<file path="config.mk">
export PLATFORM = sky130hd
export DESIGN_NAME = bus_merge_pipe
export DESIGN_NICKNAME = d
export VERILOG_FILES = /design/src/rtl/bus_merge_pipe.sv
export SDC_FILE = /design/constraint.sdc
export NUM_CORES = 1
export LEC_CHECK = 0
export ABC_AREA = 1
export BUFFER_PORTS_ARGS = -buffer_cell sky130_fd_sc_hd__buf_2
export CAP_MARGIN = 40
export CORE_ASPECT_RATIO = 1.75
export CORE_UTILIZATION = 53
export DETAILED_ROUTE_END_ITERATION = 10
export GPL_TIMING_DRIVEN = 0
export PLACE_DENSITY_LB_ADDON = 0.15
export SETUP_SLACK_MARGIN = 0.5
export SLEW_MARGIN = 5
export SYNTH_ARGS = -nofsm -noshare
export SYNTH_HDL_FRONTEND = slang
export SYNTH_SLANG_ARGS = --single-unit
</file>
<file path="constraint.sdc">
create_clock -name clk -period 2.1 [get_ports clk]
set_input_delay 0.21 -clock clk [delete_from_list [all_inputs] [get_ports clk]]
set_output_delay 0.21 -clock clk [all_outputs]
set_load 0.01 [all_outputs]
</file>
<file path="src/rtl/bus_merge_pipe.sv">
// Registered bus merger: {in_2 high field, op(A,B) middle field, in_1 low field}
// behind valid/ready handshakes and a 2-entry FIFO, with a wrapping output-beat counter.
module bus_merge_pipe #(
    parameter int unsigned LO_W  = 2,
    parameter int unsigned MID_W = 2,
    parameter int unsigned HI_W  = 2,
    parameter int unsigned CNT_W = 16
) (
    input  logic                          clk,
    input  logic                          rst,
    input  logic                          in_valid,
    output logic                          in_ready,
    input  logic [MID_W+LO_W-1:0]         in_1,
    input  logic [HI_W+MID_W-1:0]         in_2,
    input  logic                          mode_we,
    input  logic [1:0]                    mode_in,
    output logic                          out_valid,
    input  logic                          out_ready,
    output logic [HI_W+MID_W+LO_W-1:0]    out_1,
    output logic [CNT_W-1:0]              beat_count
);

    localparam int unsigned IN1_W = MID_W + LO_W;
    localparam int unsigned IN2_W = HI_W + MID_W;
    localparam int unsigned OUT_W = HI_W + MID_W + LO_W;

    typedef enum logic [1:0] {
        ModeAnd  = 2'b00,
        ModeOr   = 2'b01,
        ModeXor  = 2'b10,
        ModeNand = 2'b11
    } mode_e;

    mode_e              mode_q;
    logic [1:0]         occ_q;
    logic [OUT_W-1:0]   slot0_q;
    logic [OUT_W-1:0]   slot1_q;
    logic [CNT_W-1:0]   beat_count_q;

    logic [MID_W-1:0]   op_a;
    logic [MID_W-1:0]   op_b;
    logic [MID_W-1:0]   mid;
    logic [OUT_W-1:0]   merged;
    logic               push;
    logic               pop;

    assign op_a = in_1[IN1_W-1:LO_W];
    assign op_b = in_2[MID_W-1:0];

    always_comb begin
        mid = '0;
        case (mode_q)
            ModeAnd:  mid = op_a & op_b;
            ModeOr:   mid = op_a | op_b;
            ModeXor:  mid = op_a ^ op_b;
            ModeNand: mid = ~(op_a & op_b);
            default:  mid = '0;
        endcase
    end

    assign merged = {in_2[IN2_W-1:MID_W], mid, in_1[LO_W-1:0]};

    // in_ready looks only at registered occupancy and rst, never at out_ready.
    assign in_ready   = (occ_q != 2'd2) && !rst;
    assign out_valid  = (occ_q != 2'd0);
    assign out_1      = slot0_q;
    assign beat_count = beat_count_q;

    assign push = in_valid && in_ready;
    assign pop  = out_valid && out_ready;

    always_ff @(posedge clk) begin
        if (rst) begin
            mode_q       <= ModeAnd;
            occ_q        <= 2'd0;
            slot0_q      <= '0;
            slot1_q      <= '0;
            beat_count_q <= '0;
        end else begin
            if (mode_we) begin
                mode_q <= mode_e'(mode_in);
            end
            if (pop) begin
                beat_count_q <= beat_count_q + CNT_W'(1);
            end
            case ({push, pop})
                2'b10: begin
                    if (occ_q == 2'd0) begin
                        slot0_q <= merged;
                    end else begin
                        slot1_q <= merged;
                    end
                    occ_q <= occ_q + 2'd1;
                end
                2'b01: begin
                    slot0_q <= slot1_q;
                    occ_q   <= occ_q - 2'd1;
                end
                // Both together only happens with one entry: new beat replaces the head.
                2'b11: begin
                    slot0_q <= merged;
                end
                default: begin
                end
            endcase
        end
    end

endmodule
</file>
==> results.json <==
{
  "syn_nets": 263,
  "first_pass_iters": 4,
  "postRouteAntennaNets": 0,
  "fill_cells": 277,
  "crit_fanout": 9,
  "cts.sinks": 32,
  "cp_data_required_time_ns": 2.31,
  "setup_violations": 0,
  "fp.dieW_um": 44.57,
  "hpwl_um": 2798,
  "synth_simple_gate_area_share_pct": 31.20,
  "synth_top_area_share_pct": 38.12,
  "place.gp.congestion": 0.8567,
  "final_cells": 331,
  "utilization_pct": 69.95,
  "maxSlewViolCount": 0,
  "antenna_cells": 0,
  "syn2layout_area_growth_pct": 23.23,
  "root_buffer": "clkbuf_8",
  "grt.overflow.total": 0,
  "antenna_found_initial": 0,
  "endpoint_kind": "flop",
  "drt-vias-per-instance": 5.066,
  "holdCritPathClass": "in -> reg",
  "cp_slowest_cell": "dfxtp_4",
  "place.port_buffers": 37,
  "max_freq_mhz": 664.7,
  "final_area_sq_mm": 0.002071,
  "fin_skew_ns": 0.007054,
  "tns_ns": 0,
  "fp.dieH_um": 76.49,
  "ys_seq_area_share_pct": 38.12,
  "r2r_cells": 10,
  "hold_viol": 0,
  "outcome": "finished clean",
  "timing.final.crit_share_pct": 71.64,
  "ys.flop_type": "dfxtp_1",
  "power_density_mw_per_mm2": 917.8,
  "maxCapViolCount": 0,
  "post-route-drc-count": 0,
  "grt_max_degree": 11,
  "relSlewSlack_pct": 68.56,
  "synth.distinct_cells": 27,
  "rsz0062_at_grt": "no",
  "avgSynthCellArea_sq_um": 6.972,
  "cts_max_level": 2,
  "crit_path_start_kind": "flop",
  "whs_path_depth": 3,
  "synth_top_area_cell": "dfxtp_1",
  "synthTopCellsByCount": "52 x nand2_1, 38 x nor2_1, 33 x inv_1",
  "clock_path_buffers": 2,
  "synthAdderAreaFrac_pct": 5.212,
  "synth-edff-count": 0,
  "async_flop_share_pct": 0,
  "die_area_sq_mm": 0.003409,
  "cpPeakStageDelay_ns": 0.39,
  "synth_seq_cells": 32,
  "grt_pass1_wl_um": 6120,
  "p_leak_nw": 0.9470,
  "worst_pin_slew_ns": 0.4717,
  "vias": 1677,
  "initialDrtViolationCount": 35,
  "path_clk_slew_ns": 0.06,
  "grt_pass1_vias": 1485,
  "track_usage_pct": 23.75,
  "synthMuxAreaShare_pct": 0,
  "synthTopCellsByArea": "dfxtp_1 38%, nand2_1 12%, nor2_1 8.5%, inv_1 7.4%, o21ai_0 6.3%",
  "place_area_sq_mm": 0.001923,
  "dp_cells": 320,
  "routed_wl_um": 3699,
  "numCtsBuffers": 5,
  "layout-drive-gt1-share_pct": 24.91,
  "cts_tree": "done",
  "yosysWarningCount": 0,
  "boundaryPins": 39,
  "setup.worst_path.class": "reg -> reg",
  "synth_area_sq_mm": 0.001680,
  "synth_compound_area_share_pct": 15.41,
  "worst_ir_drop_vdd_v": 0.0008783,
  "hold_slack_ns": 0.1949,
  "fp-row-count": 26,
  "synth_top_family_by_area": "simple AND/OR/NAND/NOR gates",
  "syn_inst": 241,
  "synth.most_common_cell": "nand2_1",
  "clk_latency_ns": 0.29,
  "synth_xor_area_share_pct": 1.042,
  "arrival_ns": 1.72,
  "path_cells": "inv_2 > a21oi_2 > nand2_1 > ha_2 > buf_6 > inv_2 > nor2_1 > nor2_1 > o21ai_1 > a21oi_1",
  "min_period_ns": 1.505,
  "coreArea_sq_mm": 0.002960,
  "nets": 310,
  "drt-wirelength-per-cell_um": 11.18,
  "initial_core_util_pct": 56.76
}
## through the flow
stage | power, mW | worst slack, ns
after floorplan | 1.157 | 0.5446
final | 1.900 | 0.5955
after CTS | 1.850 | 0.5040
after detailed placement | 1.327 | 0.4127
after global routing | 2.018 | 0.4925
after global placement | 1.316 | 0.4445
## final cells by class
cell class,count,area (sq um),share of cell area (%)
clock inverters,2,10.01,0.4834
plain buffers,4,23.77,1.148
well taps,42,52.55,2.538
flip-flops and latches,32,645.6,31.18
multi-input cells,170,914.6,44.17
clock buffers,6,82.58,3.988
repair buffers,40,207.7,10.03
inverters,35,133.9,6.465
## registers in the layout (all words and copies together) (netlist names)
register / count
beat_count: 16
out_1: 6
slot1_q: 6
mode_q: 2
occ_q: 2
## where the power goes
part	switching [mW]	internal (mW)
clock network	0.232	0.261
logic	0.374	0.246
registers	0.0760	0.711
total	0.682	1.22
## final timing paths
check / from / end / slack, ns
worst min register to register: beat_count[9]$_SDFFE_PP0P_ / beat_count[9]$_SDFFE_PP0P_ / 0.47
worst max register to register: occ_q[0]$_SDFFE_PP0P_ / out_1[2]$_SDFFE_PP0P_ / 0.60
worst max-delay path: occ_q[0]$_SDFFE_PP0P_ / out_1[2]$_SDFFE_PP0P_ / 0.60
worst min-delay path: in_2[3] / slot1_q[5]$_SDFFE_PP0P_ / 0.19
## layer usage
layer  share of wire, %  up-vias  GRT usage [%]
met1                 40      774          24.52
met4                2.9        0          12.42
met3                2.8       11          4.265
met2                 54       28          42.50
met5                  0        -              0
li1                   -      864              -
## worst max-delay path, delay by kind of cell (launching register included)
kind            cells  cell delay (ns)
compound gates      3             0.33
fa+ha+maj           1             0.18
buf+inv             3             0.30
simple gates        3             0.23
flops               1             0.39
## kinds of logic (layout without fill, tap and decap cells)
group	count (synthesis)	count (layout)
AOI/OAI and AO/OA	49	49
xor gates and xnor gates	2	2
adders and majority gates	7	7
buffers and inverters	39	87
DFF	32	32
and+or+nand+nor	112	112
## placed cells by master (no fill, tap or decap), types with 2 or more instances in the layout
cell type and n:
a31oi_1 4, buf_4 3, nand4_1 4, a21oi_1 16, o21ai_0 19, nor3_1 2, nand3_1 6, nor2_2 2
dfxtp_1 30, buf_2 38, nand3b_1 2, nor2_1 36, ha_1 6, nand3_4 2, inv_1 30, inv_2 4
o21ai_1 4, clkinv_2 2, clkbuf_8 6, xor2_1 2, nor2_4 4, nand2_1 51, a21oi_2 2
## timing repair
item	CTS	global route
hold buffers	0	0
endpoints found under the hold margin	0	0
gates resized for setup	4	13
setup endpoints to repair	4	6
pin swaps	1	4
buffers inserted	1	2
gates cloned	0	0
(Power assumes the default switching activity.)
